## src/rtl/load_store_unit.sv

```systemverilog
// load_store_unit: rv32i memory stage driving a word-addressed req/ack data port.
// Holds the datapath with stall while an access is in flight and flags bad or timed-out accesses.
module load_store_unit #(
  parameter int TIMEOUT = 16
) (
  input  logic        clk,
  input  logic        reset,
  input  logic        memRead,
  input  logic        memWrite,
  input  logic [2:0]  f3,
  input  logic [31:0] addr,
  input  logic [31:0] wd,
  output logic [31:0] rd,
  output logic        stall,
  output logic        fault,
  output logic        memReq,
  output logic        memWe,
  output logic [31:0] memAddr,
  output logic [31:0] memWdata,
  output logic [3:0]  memBe,
  input  logic [31:0] memRdata,
  input  logic        memAck
);
  localparam int CW = (TIMEOUT > 1) ? $clog2(TIMEOUT) : 1;
  typedef enum logic [1:0] {IDLE, WAIT, DONE} state_t;
  state_t      state_q, state_d;
  logic [CW-1:0] cnt_q, cnt_d;
  logic        mem_req_q, mem_req_d, mem_we_q, mem_we_d, fault_q, fault_d;
  logic [31:0] mem_addr_q, mem_addr_d, mem_wdata_q, mem_wdata_d, rd_q, rd_d;
  logic [3:0]  mem_be_q, mem_be_d;
  logic [1:0]  off_q, off_d;
  logic [2:0]  f3_q, f3_d;
  logic        req, legal, misaligned, bad, good;
  logic [7:0]  lane_b;
  logic [15:0] lane_h;
  logic [31:0] load_val, store_data;
  logic [3:0]  store_be;
  assign req        = memRead | memWrite;
  assign legal      = memRead ? (f3 != 3'b011 && f3[2:1] != 2'b11) : (!f3[2] && f3[1:0] != 2'b11);
  assign misaligned = (f3[1:0] == 2'b01 && addr[0]) || (f3[1:0] == 2'b10 && addr[1:0] != 2'b00);
  assign bad        = (memRead & memWrite) | ~legal | misaligned;
  assign good       = req & ~bad;
  assign stall      = reset & (state_q == WAIT || (state_q == IDLE && good));
  // Load lane uses the offset and size latched at request time, not the live inputs.
  assign lane_b   = off_q[1] ? (off_q[0] ? memRdata[31:24] : memRdata[23:16])
                             : (off_q[0] ? memRdata[15:8]  : memRdata[7:0]);
  assign lane_h   = off_q[1] ? memRdata[31:16] : memRdata[15:0];
  assign load_val = f3_q[1:0] == 2'b00 ? {{24{~f3_q[2] & lane_b[7]}}, lane_b}
                  : f3_q[1:0] == 2'b01 ? {{16{~f3_q[2] & lane_h[15]}}, lane_h}
                  : memRdata;
  assign store_data = f3[1:0] == 2'b00 ? {4{wd[7:0]}} : f3[1:0] == 2'b01 ? {2{wd[15:0]}} : wd;
  assign store_be   = !memWrite ? 4'b0000
                    : f3[1:0] == 2'b00 ? 4'b0001 << addr[1:0]
                    : f3[1:0] == 2'b01 ? (addr[1] ? 4'b1100 : 4'b0011)
                    : 4'b1111;
  always_comb begin
    state_d     = state_q;
    cnt_d       = cnt_q;
    mem_req_d   = mem_req_q;
    mem_we_d    = mem_we_q;
    mem_addr_d  = mem_addr_q;
    mem_wdata_d = mem_wdata_q;
    mem_be_d    = mem_be_q;
    off_d       = off_q;
    f3_d        = f3_q;
    rd_d        = rd_q;
    fault_d     = 1'b0;
    case (state_q)
      IDLE: begin
        if (req && bad) begin
          fault_d = 1'b1;
          rd_d    = '0;
        end else if (good) begin
          state_d     = WAIT;
          mem_req_d   = 1'b1;
          mem_we_d    = memWrite;
          mem_addr_d  = {addr[31:2], 2'b00};
          mem_wdata_d = store_data;
          mem_be_d    = store_be;
          off_d       = addr[1:0];
          f3_d        = f3;
          cnt_d       = '0;
        end
      end
      WAIT: begin
        if (memAck) begin
          mem_req_d = 1'b0;
          state_d   = DONE;
          rd_d      = mem_we_q ? rd_q : load_val;
        end else if (cnt_q == CW'(TIMEOUT - 1)) begin
          mem_req_d = 1'b0;
          fault_d   = 1'b1;
          rd_d      = '0;
          state_d   = IDLE;
        end else begin
          cnt_d = cnt_q + CW'(1);
        end
      end
      DONE:    state_d = IDLE;
      default: state_d = IDLE;
    endcase
  end
  always_ff @(posedge clk or negedge reset) begin
    if (!reset) begin
      state_q     <= IDLE;
      cnt_q       <= '0;
      mem_req_q   <= 1'b0;
      mem_we_q    <= 1'b0;
      mem_addr_q  <= '0;
      mem_wdata_q <= '0;
      mem_be_q    <= '0;
      off_q       <= '0;
      f3_q        <= '0;
      rd_q        <= '0;
      fault_q     <= 1'b0;
    end else begin
      state_q     <= state_d;
      cnt_q       <= cnt_d;
      mem_req_q   <= mem_req_d;
      mem_we_q    <= mem_we_d;
      mem_addr_q  <= mem_addr_d;
      mem_wdata_q <= mem_wdata_d;
      mem_be_q    <= mem_be_d;
      off_q       <= off_d;
      f3_q        <= f3_d;
      rd_q        <= rd_d;
      fault_q     <= fault_d;
    end
  end
  assign rd       = rd_q;
  assign fault    = fault_q;
  assign memReq   = mem_req_q;
  assign memWe    = mem_we_q;
  assign memAddr  = mem_addr_q;
  assign memWdata = mem_wdata_q;
  assign memBe    = mem_be_q;
endmodule

```

## config.mk

```make
export PLATFORM = sky130hd
export DESIGN_NAME = load_store_unit
export DESIGN_NICKNAME = d
export VERILOG_FILES = /design/src/rtl/load_store_unit.sv
export SDC_FILE = /design/constraint.sdc
export NUM_CORES = 1
export LEC_CHECK = 0
export BUFFER_PORTS_ARGS = -buffer_cell sky130_fd_sc_hd__buf_4
export CAP_MARGIN = 20
export CORE_ASPECT_RATIO = 1.75
export CORE_MARGIN = 1
export CORE_UTILIZATION = 30
export DETAILED_ROUTE_END_ITERATION = 12
export PLACE_DENSITY_LB_ADDON = 0.12
export SLEW_MARGIN = 20
export SYNTH_ARGS = -nofsm -noshare
export SYNTH_HDL_FRONTEND = slang
export SYNTH_SLANG_ARGS = --single-unit
```

## constraint.sdc

```tcl
create_clock -name clk -period 1.9 [get_ports clk]
set_input_delay 0 -clock clk [delete_from_list [all_inputs] [get_ports clk]]
set_output_delay 0 -clock clk [all_outputs]
set_load 0.01 [all_outputs]
```

==> flow_metrics.py <==
metrics = {
    "status": {
        "outcome": "finished, final reports clean",
    },
    "finish": {
        "final_cells": 1093,
        "drive_gt1_frac": 0.2951,
        "fill_cells": 1699,
        "syn2layout_area_growth_pct": 57.47,
        "seq_area_um2": 2805,
        "finish.net_count": 966,
        "multi_input_area_um2": 2238,
    },
    "route": {
        "routed_wl_um": 17920,
        "routedWlPerCell_um": 16.39,
        "vias_per_cell": 4.810,
        "ant_nets": 0,
        "firstDrtPassIters": 4,
        "drc_errors": 0,
        "drt_iter0_markers": 129,
        "vias": 5257,
    },
    "logic_synthesis": {
        "synth_cell_types": 47,
        "synthTopCellsByArea": "dfrtp_1 (54%), nand2_1 (14%), mux2i_1 (5.2%)",
        "synth_top_area_cell": "dfrtp_1",
        "syn_avg_cell_area_um2": 9.009,
        "synth_top_area_share": 0.5364,
        "synth_seq_cells": 112,
        "syn_area_um2": 5225,
        "ys_seq_area_frac": 0.5364,
        "ys_async_sr_fraction": 1.000,
        "ys_top_cells_by_count": "nand2_1 (198), dfrtp_1 (112), nor2_1 (39)",
        "syn_inst": 580,
        "synthFlopType": "dfrtp_1",
        "yosysWarningCount": 0,
        "synth_edf_count": 0,
        "post-synth-top-count-cell": "nand2_1",
    },
    "floorplanning": {
        "core_um2": 17030,
        "die_area_um2": 17970,
        "num_rows": 63,
        "dieWidth_um": 101.8,
        "start_util": 0.3069,
        "fp.dieH_um": 176.6,
        "ioPinCount": 208,
    },
    "global_routing": {
        "grt_pass1_wl_um": 27450,
        "grt_max_degree": 113,
        "track_usage": 0.1987,
        "overflow": 0,
        "grt_pass1_vias": 5458,
        "antenna_found_initial": 2,
    },
    "pwr": {
        "design_power_total_mw": 8.396,
        "p_leak_nw": 4.051,
        "powerDensity_nw_per_um2": 1020,
        "ir_drop_uv": 509.7,
    },
    "cts": {
        "clockRootBuffer": "clkbuf_16",
        "h-tree-depth": 3,
        "worstSkewPairLatency_ns": 0.35,
        "cts_num_sinks": 112,
        "path_clk_slew_ns": 0.07,
        "cts_buffer_depth": 2,
        "cts_tree": "yes",
        "numCtsBuffers": 9,
    },
    "placed_design": {
        "post-dp-hpwl_um": 12340,
        "gp_congestion": 0.8228,
        "io_buffer_count": 205,
        "placed_cells": 995,
    },
    "timing": {
        "hold_viol": 0,
        "maxSlewViolCount": 0,
        "min_period_ns": 1.830,
        "fmax_ghz": 0.5464,
        "hold_slack_ns": 0.01397,
        "finalClockSkew_ns": 0.006568,
        "layout_worst_path_cycle_share": 0.9633,
        "slew_headroom": 0.5431,
        "setup_viol": 0,
        "tightest_slew_ns": 0.6853,
    },
    "critical_path": {
        "r2r_setup_slack_ns": 0.14,
        "cp-start-kind": "input port",
        "worst_setup_path_end_kind": "flop",
        "crit_arrival_ns": 2.07,
        "crit_type": "in -> reg",
        "cp.required_ns": 2.14,
        "path_max_fanout": 36,
    },
    "run": {
        "maxCapViolCount": 0,
    },
    "hold_path": {
        "hp-class": "in -> reg",
    },
}
-- cell type report --
type | count | share of cell area
multi-input cells | 419 | 0.2721
well taps | 227 | 0.03452
inverters | 8 | 0.003650
clock buffers | 10 | 0.02783
diodes | 2 | 0.0006083
flip-flops and latches | 112 | 0.3409
repair buffers | 311 | 0.3166
clock inverters | 4 | 0.003802
-- repair_timing --
item / CTS / global route
hold buffers: 80 / 0
setup buffers: 0 / 1
endpoints found under the hold margin: 195 / 0
resized for setup: 1 / 8
setup endpoints to repair: 15 / 98
pin swaps: 0 / 3
gates cloned: 0 / 1
-- power by group --
| part | total, mW | switching (mW) | internal (mW) |
|---|---|---|---|
| Combinational | 3.19 | 1.64 | 1.55 |
| Sequential | 3.42 | 0.418 | 3.01 |
| Clock | 1.79 | 0.902 | 0.884 |
| Total | 8.40 | 2.96 | 5.44 |
-- placed cells by master, fill, tap and decap left out, drive strengths merged, types with 3 or more instances in the layout --
cell type,netlist,final
nand2b,4,4
a31oi,3,3
clkinvlp,0,3
and2,6,6
o21ai,46,46
inv,7,8
o221ai,6,6
nand3,4,4
dlygate4sd3,0,80
nand2,198,198
clkbuf,15,11
o22ai,9,9
o31ai,29,29
dfrtp,112,112
a211oi,6,6
nor2b,3,3
nor2,39,39
a21oi,12,12
mux2i,27,27
buf,27,230
-- layer usage --
metal  GRT usage  routed length [um]  vias up
li1            -                   -     2506
met1      0.2108                6755     2551
met2      0.3711                9866      174
met3     0.03444                 839       26
met4     0.09118                 454        0
met5           0                   0        -
-- stage by stage --
stage / utilization / worst slack (ns) / TNS [ns] / area (um2)
global placement: 0.4156 / 0.06777 / 0 / 7077
detailed placement: 0.4156 / -0.008138 / -0.01550 / 7077
finish: 0.4832 / 0.06972 / 0 / 8228
floorplan: - / 0.01335 / 0 / 5229
CTS: 0.4783 / 0.01584 / 0 / 8144
global route: 0.4832 / -0.02738 / -0.1018 / 8228
-- worst paths after layout --
kind,depth (start not counted),endpoint,startpoint
setup reg to reg,6,rd[22],cnt_q[0]
hold reg to reg,2,memAddr[29],memAddr[29]
max in group asynchronous,3,state_q[1],reset
setup / recovery,8,memWdata[1],f3[0]
min in group asynchronous,3,rd[15],reset
hold / removal,3,rd[24],memRdata[24]
-- registers in the layout, indices dropped and copies added, names as in the netlist --
| signal | cells |
|---|---|
| off_q | 2 |
| cnt_q | 4 |
| rd | 32 |
| memWe | 1 |
| memAddr | 30 |
| f3_q | 3 |
| state_q | 2 |
| memReq | 1 |
| memWdata | 32 |
| fault | 1 |
| memBe | 4 |
-- worst max-delay path, stage by stage --
cell	delay [ns]
dlygate4sd3_1	0.54
buf_4	0.16
o31ai_4	0.22
o2111ai_4	0.21
or4_4	0.53
clkbuf_16	0.25
nand2_1	0.09
nand2_1	0.05
-- cell families (layout without fill, tap and decap cells) --
group | Yosys count | after routing | synth area share
and+or+nand+nor | 265 | 265 | 0.2057
other | 1 | 4 | 0.0007177
DFF | 112 | 112 | 0.5364
AOI/OAI and AO/OA | 121 | 121 | 0.1511
muxes | 28 | 28 | 0.05388
adders and majority gates | 1 | 1 | 0.002394
xor gates and xnor gates | 2 | 2 | 0.003353
buffers and inverters | 50 | 333 | 0.04646
(Power assumes the default switching activity.)
